<file path="src/rtl/clkdiv_pkg.sv">
// rtl/clkdiv_pkg.sv - shared types, constants and divisor clamp for clkdiv_sync
package clkdiv_pkg;

    typedef enum logic [1:0] {
        IDLE  = 2'd0,
        RUN   = 2'd1,
        DRAIN = 2'd2
    } clkdiv_state_t;

    localparam int unsigned CLKDIV_MIN_DIV = 2;

    // Divisors below 2 cannot produce both a high and a low phase.
    function automatic int unsigned clkdiv_clamp(input int unsigned div);
        return (div < CLKDIV_MIN_DIV) ? CLKDIV_MIN_DIV : div;
    endfunction

endpackage

</file>
<file path="src/rtl/clkdiv_if.sv">
// rtl/clkdiv_if.sv - run/divisor handshake and divided-clock outputs of clkdiv_sync
interface clkdiv_if #(
    parameter int DIV_W = 8
);
    logic             en;
    logic [DIV_W-1:0] div_in;
    logic             div_req;
    logic             div_ack;
    logic             clk_out;
    logic             rise;
    logic             fall;
    logic [DIV_W-1:0] active_div;

    modport master (
        output en, div_in, div_req,
        input  div_ack, clk_out, rise, fall, active_div
    );

    modport slave (
        input  en, div_in, div_req,
        output div_ack, clk_out, rise, fall, active_div
    );
endinterface

</file>
<file path="src/rtl/clkdiv_sync_phase.sv">
// rtl/clkdiv_sync_phase.sv - clkdiv_phase: one registered phase of the divided clock
module clkdiv_phase
    import clkdiv_pkg::*;
#(
    parameter int DIV_W = 8
) (
    input  logic             clk_in,
    input  logic             rst,
    input  logic [DIV_W-1:0] cnt,
    input  logic [DIV_W-1:0] div,
    input  logic [DIV_W-1:0] offset,
    input  logic             run,
    output logic             phase
);

    logic [DIV_W:0] c_ext;
    logic [DIV_W:0] n_ext;
    logic [DIV_W:0] o_ext;
    logic [DIV_W:0] pos;

    // (cnt - offset) mod div, with one extra bit so cnt + div cannot overflow
    always_comb begin
        c_ext = {1'b0, cnt};
        n_ext = {1'b0, div};
        o_ext = {1'b0, offset};
        pos   = '0;
        if (c_ext >= o_ext) begin
            pos = c_ext - o_ext;
        end else begin
            pos = c_ext + n_ext - o_ext;
        end
    end

    always_ff @(posedge clk_in) begin
        if (rst) begin
            phase <= 1'b0;
        end else begin
            phase <= run && (pos < (n_ext >> 1));
        end
    end

endmodule

</file>
<file path="src/rtl/clkdiv_sync.sv">
// rtl/clkdiv_sync.sv - programmable synchronous clock divider; CLKDIV_QUAD_EN adds clk_q
module clkdiv_sync
    import clkdiv_pkg::*;
#(
    parameter int DIV_W     = 8,
    parameter int DIV_RESET = 4
) (
    input  logic clk_in,
    input  logic rst,
`ifdef CLKDIV_QUAD_EN
    output logic clk_q,
`endif
    clkdiv_if.slave bus
);

    localparam logic [DIV_W-1:0] ONE = DIV_W'(1);

    clkdiv_state_t    state;
    clkdiv_state_t    nxt_state;
    logic [DIV_W-1:0] cnt;
    logic [DIV_W-1:0] nxt_cnt;
    logic [DIV_W-1:0] active_div;
    logic [DIV_W-1:0] nxt_div;
    logic             div_ack_q;
    logic             nxt_ack;
    logic             rise_q;
    logic             fall_q;
    logic             clk_out_q;
    logic             run_nxt;
    logic             last;
    logic             take;

    // Outputs are registered from the next-state values so they line up with cnt.
    always_comb begin
        nxt_state = state;
        nxt_cnt   = cnt;
        nxt_div   = active_div;
        nxt_ack   = 1'b0;
        last      = (cnt == (active_div - ONE));
        take      = bus.div_req && !div_ack_q;
        case (state)
            IDLE: begin
                nxt_cnt = '0;
                if (take) begin
                    nxt_div = DIV_W'(clkdiv_clamp(32'(bus.div_in)));
                    nxt_ack = 1'b1;
                end
                if (bus.en) begin
                    nxt_state = RUN;
                end
            end
            default: begin
                if (last) begin
                    nxt_cnt   = '0;
                    nxt_state = bus.en ? RUN : IDLE;
                    if (take) begin
                        nxt_div = DIV_W'(clkdiv_clamp(32'(bus.div_in)));
                        nxt_ack = 1'b1;
                    end
                end else begin
                    nxt_cnt   = cnt + ONE;
                    nxt_state = bus.en ? RUN : DRAIN;
                end
            end
        endcase
    end

    assign run_nxt = (nxt_state != IDLE);

    always_ff @(posedge clk_in) begin
        if (rst) begin
            state      <= IDLE;
            cnt        <= '0;
            active_div <= DIV_W'(DIV_RESET);
            div_ack_q  <= 1'b0;
            rise_q     <= 1'b0;
            fall_q     <= 1'b0;
        end else begin
            state      <= nxt_state;
            cnt        <= nxt_cnt;
            active_div <= nxt_div;
            div_ack_q  <= nxt_ack;
            rise_q     <= run_nxt && (nxt_cnt == '0);
            fall_q     <= run_nxt && (nxt_cnt == (nxt_div >> 1));
        end
    end

    clkdiv_phase #(.DIV_W(DIV_W)) u_out (
        .clk_in (clk_in),
        .rst    (rst),
        .cnt    (nxt_cnt),
        .div    (nxt_div),
        .offset ('0),
        .run    (run_nxt),
        .phase  (clk_out_q)
    );

`ifdef CLKDIV_QUAD_EN
    clkdiv_phase #(.DIV_W(DIV_W)) u_quad (
        .clk_in (clk_in),
        .rst    (rst),
        .cnt    (nxt_cnt),
        .div    (nxt_div),
        .offset (nxt_div >> 2),
        .run    (run_nxt),
        .phase  (clk_q)
    );
`endif

    assign bus.div_ack    = div_ack_q;
    assign bus.clk_out    = clk_out_q;
    assign bus.rise       = rise_q;
    assign bus.fall       = fall_q;
    assign bus.active_div = active_div;

endmodule

</file>
<file path="src/flat_wrapper.sv">
// flat-port wrapper written by rule: the top's interface ports become plain ports
module clkdiv_sync_flat import clkdiv_pkg::*;
#(
    parameter int DIV_W     = 8,
    parameter int DIV_RESET = 4
)
  (clk_in, rst, bus_en, bus_div_in, bus_div_req, bus_div_ack, bus_clk_out, bus_rise, bus_fall, bus_active_div);
  clkdiv_if #(.DIV_W(DIV_W)) bus_i ();
  input  logic clk_in;
  input  logic rst;
  input wire logic [$bits(bus_i.en)-1:0] bus_en;
  input wire logic [$bits(bus_i.div_in)-1:0] bus_div_in;
  input wire logic [$bits(bus_i.div_req)-1:0] bus_div_req;
  output wire logic [$bits(bus_i.div_ack)-1:0] bus_div_ack;
  output wire logic [$bits(bus_i.clk_out)-1:0] bus_clk_out;
  output wire logic [$bits(bus_i.rise)-1:0] bus_rise;
  output wire logic [$bits(bus_i.fall)-1:0] bus_fall;
  output wire logic [$bits(bus_i.active_div)-1:0] bus_active_div;
  assign bus_i.en = bus_en;
  assign bus_i.div_in = bus_div_in;
  assign bus_i.div_req = bus_div_req;
  assign bus_div_ack = bus_i.div_ack;
  assign bus_clk_out = bus_i.clk_out;
  assign bus_rise = bus_i.rise;
  assign bus_fall = bus_i.fall;
  assign bus_active_div = bus_i.active_div;
  clkdiv_sync #(.DIV_W(DIV_W), .DIV_RESET(DIV_RESET)) u_core (.clk_in(clk_in), .rst(rst), .bus(bus_i));
endmodule
</file>
<file path="config.mk">
export PLATFORM = sky130hd
export DESIGN_NAME = clkdiv_sync_flat
export DESIGN_NICKNAME = d
export VERILOG_FILES = /design/src/rtl/clkdiv_pkg.sv /design/src/rtl/clkdiv_if.sv /design/src/rtl/clkdiv_sync_phase.sv /design/src/rtl/clkdiv_sync.sv /design/src/flat_wrapper.sv
export SDC_FILE = /design/constraint.sdc
export NUM_CORES = 1
export LEC_CHECK = 0
export ABC_AREA = 1
export BUFFER_PORTS_ARGS = -buffer_cell sky130_fd_sc_hd__clkbuf_2
export CORE_MARGIN = 3
export CORE_UTILIZATION = 40
export CTS_CLUSTER_SIZE = 14
export DETAILED_ROUTE_END_ITERATION = 10
export PLACE_DENSITY = 0.71
export SKIP_CTS_REPAIR_TIMING = 1
export SYNTH_ARGS = -nofsm -noshare
export SYNTH_HDL_FRONTEND = slang
export SYNTH_SLANG_ARGS = --single-unit
</file>
<file path="constraint.sdc">
create_clock -name clk_in -period 5.5 [get_ports clk_in]
set_input_delay 0.55 -clock clk_in [delete_from_list [all_inputs] [get_ports clk_in]]
set_output_delay 0.55 -clock clk_in [all_outputs]
set_load 0.005 [all_outputs]
</file>
======== Word-level counts from Yosys, hierarchy flattened ========
Index checks and enable logic that the tools add are counted.
operators by class
  reduce and logical (&&, ||, !) cells .... 8
  multiplexer cells ....................... 15
  add/sub/neg operators ................... 3
  magnitude comparators ................... 3
  equal/unequal tests ..................... 2
operator list
  kind                                                                   number
  8-bit two-way mux                                                      6
  8-bit by 8-bit adder with 9-bit output                                 1
  9-bit by 7-bit < comparator with 1-bit output                          1
  9-bit two-way mux                                                      1
  8-bit by 1-bit adder with 8-bit output, second input constant          1
  8-bit by 7-bit equality test with 1-bit output                         1
  8-bit equality test                                                    1
  8-bit by 1-bit >= comparator with 1-bit output, second input constant  1
  8-bit logical NOT                                                      1
  8-bit by 2-bit < comparator with 1-bit output, second input constant   1
  2-bit two-way mux                                                      4
  8-bit by 1-bit subtractor with 8-bit output, second input constant     1
  1-bit logical AND                                                      4
  1-bit two-way mux                                                      4
  2-bit logical NOT                                                      1
  2-bit nonzero test                                                     1
  1-bit logical NOT                                                      1
storage, ports and cells
  bits of input ports ..................... 12
  register bits after elaboration ......... 22

======== Depth between registers and ports, before layout ========
Gate-level depths: netlist of the first run.
  depth after elaboration ................. 9
  mapped depth ............................ 21
  depth with buffers taken out ............ 20

======== By module ========
Synthesis of the first run repeated with hierarchy kept, for this count alone.
unflattened totals
  cells, all modules ...................... 444
  area total of the unflattened synthesis .. 2735.1 µm²
modules (own cells, without submodules)
  module        area each (µm²)  cells an instance  instances
  clkdiv_sync   1446.4           242                1
  clkdiv_phase  1288.7           202                1

======== Worst setup path before layout of the first run ========
OpenSTA, ideal clock, no wires.
  path type ............................... flip-flop to flip-flop
  start point ............................. register u_core.active_div[0], in the netlist u_core.bus.active_div[0]
  end point ............................... register u_core.u_out.phase
  path buffers ............................ 1
  slack ................................... 2843 ps
  cell stages (with the launch flop) ...... 18
  arrival time ............................ 2593 ps
  clock period less this slack ............ 2657 ps
  cells stage by stage .................... dfxtp_1 -> inv_2 -> ha_1 -> xor2_1 -> nand3_1 -> nor2_4 -> nand3_4 -> nand2_4 -> nand2_4 -> buf_6 -> nand2_2 -> o21ai_2 -> ha_1 -> a21oi_1 -> nor2_1 -> a2111oi_0 -> nor2_1 -> nor2_1
on the way
  cells in the longest elaborated chain, start to end .. 8
RTL lines
  what                                                                                                             line                                              RTL
  start: declaration                                                                                               clkdiv_sync.sv:22                                 logic [DIV_W-1:0] active_div;
  start signal: assignment                                                                                         clkdiv_sync.sv:74                                 active_div <= DIV_W'(DIV_RESET);
  start signal: assignment                                                                                         clkdiv_sync.sv:81                                 active_div <= nxt_div;
  8-bit by 1-bit subtractor with 8-bit output                                                                      clkdiv_sync.sv:39                                 last = (cnt == (active_div - ONE));
  8-bit equality test                                                                                              clkdiv_sync.sv:39
  8-bit two-way mux                                                                                                clkdiv_sync.sv:53                                 if (last) begin
  8-bit two-way mux                                                                                                clkdiv_sync.sv:41                                 case (state)
  8-bit by 8-bit adder with 9-bit output / 8-bit by 1-bit >= comparator with 1-bit output (equally long branches)  clkdiv_sync_phase.sv:30, clkdiv_sync_phase.sv:27
  9-bit two-way mux                                                                                                clkdiv_sync_phase.sv:27                           if (c_ext >= o_ext) begin
  9-bit by 7-bit < comparator with 1-bit output                                                                    clkdiv_sync_phase.sv:38                           phase <= run && (pos < (n_ext >> 1));
  1-bit logical AND (*)                                                                                            clkdiv_sync_phase.sv:38
  end signal: assignment                                                                                           clkdiv_sync_phase.sv:38
  end: declaration                                                                                                 clkdiv_sync_phase.sv:13                           output logic phase
Mark *: on every way between the ends. The rest lies on a longest branch, timed or not.
A chain may end at the register's enable or synchronous reset.

======== Worst setup path after layout of the first run ========
Ends and elaborated chain as after synthesis.

==> results of run 1 <==
## per-stage QoR
step | utilization [%] | setup slack (ns) | hold WS [ns]
finish | 48.99 | 2.625 | 0.4444
global route | 48.99 | 2.288 | 0.4381
CTS | 48.99 | 2.596 | 0.4376
detailed placement | 47.40 | 2.639 | 0.4756
global placement | 47.40 | 2.740 | 0.4629
floorplan | - | 2.843 | 0.4407
## worst reg2reg max path, stage by stage, from the launching register on
cell and delay (ns):
dfxtp_1 0.41, inv_2 0.09, ha_1 0.26, inv_1 0.07, nand2_1 0.06, nand2_1 0.07, nand2_1 0.04, nand2_1 0.06
nand2_1 0.08, nor2_4 0.10, nand3_4 0.12, nand2_4 0.10, nand2_4 0.14, o21ai_2 0.21, ha_1 0.27, a21oi_1 0.15
nor2_1 0.05, a2111oi_0 0.35, nor2_1 0.09, nor2_1 0.09
## state kept, by name, summed over array words and instances (netlist names)
signal	cells
u_core.bus.active_div	8
u_core.cnt	8
u_core.state	2
u_core.bus.div_ack	1
u_core.bus.fall	1
u_core.bus.rise	1
u_core.u_out.phase	1
## layer usage
metal / vias up / part of all wire, % / GRT usage (%)
met5: - / 0 / 0
met4: 0 / 1.9 / 7.595
met3: 5 / 4.1 / 2.024
met2: 26 / 45 / 25.28
met1: 581 / 49 / 19.11
li1: 718 / - / -
## kinds of logic after synthesis
family,Yosys count
compound gates,16
simple gates,116
buf+inv,42
fa+ha+maj,9
xor+xnor,10
flops,22
## cell usage after synthesis
master	instances	area [um^2]
nand2_1	45	168.9
inv_1	34	127.6
dfxtp_1	22	440.4
nor2_1	22	82.58
nand3_1	18	90.09
ha_1	9	112.6
nand2_2	9	56.30
nor2_2	9	56.30
xor2_1	8	70.07
o21ai_2	7	61.31
inv_2	5	18.77
nor3_1	4	20.02
o211ai_1	3	22.52
o21ai_0	3	15.01
clkbuf_1	2	7.510
nand2_4	2	22.52
nand4_1	2	12.51
nor2_4	2	22.52
xnor2_1	2	17.52
a2111oi_0	1	8.760
a211o_1	1	8.760
a21oi_1	1	5.000
buf_6	1	11.26
nand3_4	1	17.52
nand3b_1	1	7.510
nor4_1	1	6.260
## worst paths after layout
path | cells after the start | from | endpoint
worst max register to register | 19 | u_core.bus.active_div[0] | u_core.u_out.phase
worst min register to register | 1 | u_core.cnt[0] | u_core.cnt[0]
worst max-delay path | 19 | u_core.bus.active_div[0] | u_core.u_out.phase
worst min-delay path | 2 | bus_en | u_core.state[1]
## cell type report
cell class	count	area share (%)
Multi-Input combinational cell	151	52.06
Sequential cell	22	25.92
Inverter	39	8.616
Timing Repair Buffer	23	6.775
Tap cell	46	3.387
Clock buffer	4	3.240
## power breakdown
| part | internal [mW] | total (mW) | switching [mW] | leakage [nW] |
|---|---|---|---|---|
| Sequential | 0.167 | 0.175 | 0.00756 | 0.180 |
| Clock | 0.0639 | 0.117 | 0.0535 | 0.0288 |
| Combinational | 0.0350 | 0.0928 | 0.0578 | 0.735 |
| Total | 0.266 | 0.385 | 0.119 | 0.944 |
==> results.tsv, run 1 <==
stage	metric	value	unit
outcome	run_status	complete, no violations	
clock_tree	cts_buffer_depth	2	
timing	fin_crit	2.875	ns
power_and_ir_drop	power	0.3849	mW
grt	track_usage	15.26	%
cells_and_area	area_delta_synth_final	14.02	%
critical_path	cp-end-kind	register	
routing	drt_iter0_drc	50	
grt	grt_pass1_vias	1204	
yosys	syn_area	1490	um^2
yosys	syn-num-nets	236	
yosys	yosysUniqueCellTypes	26	
critical_path	critical_path_class	register to register	
yosys	yosysWarnings	0	
placement	io_buffers	23	
placement	gp_congestion	0.8352	
cells_and_area	drive_gt1_share	25.94	%
cells_and_area	final_cell_mix	45 x nand2_1, 34 x inv_1, 23 x clkbuf_2	
critical_path	worstPathRequired	5.71	ns
clock_tree	tritoncts	done	
yosys	synth_fa_ha_area_share	7.557	%
yosys	yosys-mux-area-fraction	0	%
cells_and_area	seq_area	440.4	um^2
power_and_ir_drop	p_leak	0.9435	nW
yosys	synth-compound-area-share	8.144	%
clock_tree	clock-root-buffer	clkbuf_8	
die	fp.dieH	67.04	um
cells_and_area	final_cells	285	
critical_path	path_buf_inv	2	
critical_path	cp_slowest_stage_delay	0.41	ns
timing	finClkSkew	0.003665	ns
placement	placed_area	1644	um^2
yosys	synth_top_family_by_area	simple AND/OR/NAND/NOR gates	
clock_tree	numCtsBuffers	3	
yosys	syn_avg_cell_area	6.931	um^2
grt	grt_max_degree	18	
cells_and_area	fillers	384	
cells_and_area	num-nets-final	261	
power_and_ir_drop	peakVddDrop	0.0001005	V
clock_tree	clk_pin_slew	0.08	ns
clock_tree	clkLatencyLatePin	0.27	ns
yosys	synth-simple-area-share	37.78	%
die	initial_utilization	42.97	%
critical_path	startpoint_type	register	
critical_path	crit_path_top_delay_cell	dfxtp_1	
placement	dp.final_hpwl	2678	um
timing	slew_headroom	72.35	%
timing	hold_violations	0	
routing	drcViolationCount	0	
grt	grt_remaining_overflow	0	
grt	grt_pass1_wl	5050	um
clock_tree	cts_sinks	22	
yosys	syn_inst	215	
critical_path	crit_chain	inv_2 > ha_1 > inv_1 > nand2_1 > nand2_1 > nand2_1 > nand2_1 > nand2_1 > nor2_4 > nand3_4 > nand2_4 > nand2_4 > o21ai_2 > ha_1 > a21oi_1 > nor2_1 > a2111oi_0 > nor2_1 > nor2_1	
grt	antenna_found_initial	0	
clock_tree	htreeDepth	1	
timing	setup_viol	0	
cells_and_area	multi_input_area	884.6	um^2
routing	wl_per_cell	11.15	um
critical_path	path_max_fanout	15	
cells_and_area	fin_area	1699	um^2
die	io_pins	24	
routing	viasPerCell	4.667	
timing	tightest_slew	0.4148	ns
timing	max_freq	0.3478	GHz
die	fp.dieW	67.04	um
timing	drv_slew	0	
routing	drt_first_pass_iters	4	
critical_path	crit_family	simple AND/OR/NAND/NOR gates	
critical_path	crit_path_frequent_cell	nand2_1	
timing	final.period_utilization	52.28	%
routing	postRouteAntennaNets	0	
worst_hold_path	hold_path_class	input port to register	
power_and_ir_drop	p_per_area	226.5	nW/um^2
cells_and_area	final_common_cell	nand2_1	
timing	tns	0	ns
yosys	ys_ff_latch	22	
routing	vias	1330	
yosys	synth_xor_area_share	5.877	%
placement	dp_cells	281	
cells_and_area	antennaDiodeCount	0	
yosys	yosysSeqAreaShare	29.55	%
critical_path	r2r_setup_slack	2.62	ns
timing	rsz0062_at_grt	no	
job	maxCapViolations	0	
die	core-area	3468	um^2
die	die_area	4494	um^2
die	row_count	21	
routing	routed_wl	3178	um
critical_path	critPathArrivalTime	3.08	ns
No activity file was read; power rests on OpenSTA's default activity.
==> run 2, diff against run 1 <==
clock period = 2.85 ns   (was 5.5 ns; I/O delays follow)
==> results.tsv, run 2 (same netlist as run 1, synthesis figures left out) <==
stage	metric	value	unit
outcome	run_status	complete, no violations	
routing	vias	1369	
routing	drt_first_pass_iters	4	
worst_hold_path	worstHoldPathCells	2	
timing	max_freq	0.3795	GHz
critical_path	r2r_setup_slack	0.22	ns
critical_path	worst_r2r_endpoint	u_core.u_out.phase	
critical_path	regToRegStartpoint	u_core.bus.active_div[0]	
power_and_ir_drop	p_per_area	423.0	nW/um^2
critical_path	crit_family	simple AND/OR/NAND/NOR gates	
critical_path	critical_path_class	register to register	
timing	tns	0	ns
routing	drt_iter0_drc	70	
clock_tree	htreeDepth	1	
critical_path	crit_path_top_delay_cell	dfxtp_2	
grt	track_usage	15.90	%
critical_path	path_max_fanout	12	
power_and_ir_drop	p_sw_share	31.13	%
cells_and_area	antennaDiodeCount	0	
cells_and_area	drive_gt1_share	32.39	%
critical_path	crit_chain	inv_2 > ha_4 > inv_1 > nand2_1 > nand3_1 > nand2_1 > nand2_1 > nor2_4 > nand3_4 > nand2_4 > nand2_8 > o21ai_2 > ha_1 > a21oi_2 > nor2_1 > a2111oi_2 > nor2_1 > nor2_1	
timing	setup_viol	0	
timing	final.period_utilization	92.45	%
timing	slew_headroom	71.45	%
clock_tree	tritoncts	done	
timing	hold_violations	0	
power_and_ir_drop	power_frac_seq	44.0	%
routing	wl_per_cell	11.77	um
cells_and_area	final_common_cell	nand2_1	
placement	gp_congestion	0.8437	
routing	viasPerCell	4.672	
timing	tightest_slew	0.4283	ns
worst_hold_path	min_from	bus_en	
power_and_ir_drop	peakVddDrop	0.0003145	V
power_and_ir_drop	p_switching	0.2389	mW
worst_hold_path	min_to	u_core.state[1]	
grt	antenna_found_initial	0	
critical_path	cp-end-kind	register	
die	fp.dieW	67.04	um
grt	grt_pass1_wl	5375	um
die	core-area	3468	um^2
timing	drv_slew	0	
clock_tree	cts_buffer_depth	2	
placement	dp.final_hpwl	2738	um
critical_path	startpoint_type	register	
cells_and_area	num-nets-final	269	
routing	routed_wl	3450	um
power_and_ir_drop	intPower	0.5286	mW
clock_tree	clk_pin_slew	0.08	ns
job	maxCapViolations	0	
die	initial_utilization	42.97	%
grt	grt_pass1_vias	1230	
grt	grt_remaining_overflow	0	
power_and_ir_drop	p_leak	0.9775	nW
power_and_ir_drop	p_clk_share	29.4	%
timing	finClkSkew	0.005736	ns
critical_path	reg2reg_depth	18	
die	io_pins	24	
routing	postRouteAntennaNets	0	
cells_and_area	largestRegisters	u_core.bus.active_div: 8 flops, u_core.cnt: 8 flops, u_core.state: 2 flops	
timing	timing.hold.ws	0.1821	ns
power_and_ir_drop	comb_power_share	26.6	%
worst_hold_path	hold_path_class	input port to register	
critical_path	cp_slowest_stage_delay	0.33	ns
clock_tree	numCtsBuffers	3	
critical_path	path_buf_inv	2	
clock_tree	cts_sinks	22	
critical_path	worstPathRequired	3.05	ns
cells_and_area	final_cell_mix	43 x nand2_1, 32 x inv_1, 23 x clkbuf_2	
routing	drcViolationCount	0	
die	fp.dieH	67.04	um
timing	fin_crit	2.635	ns
die	die_area	4494	um^2
die	row_count	21	
grt	grt_max_degree	18	
cells_and_area	area_delta_synth_final	21.75	%
clock_tree	clock-root-buffer	clkbuf_8	
critical_path	critPathArrivalTime	2.84	ns
placement	io_buffers	23	
clock_tree	clkLatencyLatePin	0.27	ns
## run 2: cell count changes in the layout (fill, tap and decap cells not counted), sizes merged
cell | before | now
buf | 0 | 8
clkinvlp | 0 | 1
inv | 39 | 38
## run 2: stage by stage
step | setup slack (ns) | util (%) | total power [mW] | area [um^2] | instances
final | 0.2152 | 52.31 | 0.7675 | 1814 | 293
after floorplan | 0.1926 | - | 0.4781 | 1490 | 215
after global routing | -0.03197 | 52.31 | 0.8139 | 1814 | 293
after CTS | 0.05715 | 49.21 | 0.7530 | 1707 | 286
after detailed placement | 0.07752 | 47.62 | 0.5271 | 1652 | 282
after global placement | 0.1491 | 47.62 | 0.5240 | 1652 | 282
## run 2: routing by layer
metal  vias up  GRT usage, %  wire, um
li1        737             -         -
met1       598         21.30      1627
met3         7         2.192       125
met2        27         25.15      1625
met5         -             0         0
met4         0         6.835        72
## run 2: power groups by stage
stage | sequential (mW) | clock (mW) | combinational [mW]
after floorplan | 0.343 | 0 | 0.135
after global placement | 0.344 | 0 | 0.180
after detailed placement | 0.344 | 0 | 0.183
after CTS | 0.337 | 0.233 | 0.183
after global routing | 0.340 | 0.244 | 0.230
final | 0.338 | 0.226 | 0.204
## run 2: worst max path at each step
stage,startpoint,to,slack [ns],depth (start not counted)
after floorplan,u_core.bus.active_div[0],u_core.u_out.phase,0.19,17
after global placement,u_core.bus.active_div[1],u_core.u_out.phase,0.15,16
after detailed placement,u_core.bus.active_div[1],u_core.u_out.phase,0.08,15
after CTS,u_core.bus.active_div[0],u_core.u_out.phase,0.06,15
after global routing,u_core.bus.active_div[0],u_core.u_out.phase,-0.03,20
final,u_core.bus.active_div[0],u_core.u_out.phase,0.22,18
## run 2: layout make-up
| cell class | count | area [um^2] |
|---|---|---|
| Fill cell | 355 | 1654 |
| Multi-Input combinational cell | 151 | 933.4 |
| Tap cell | 46 | 57.56 |
| Clock buffer | 4 | 55.05 |
| Inverter | 39 | 150.1 |
| Sequential cell | 22 | 442.9 |
| Timing Repair Buffer | 31 | 175.2 |
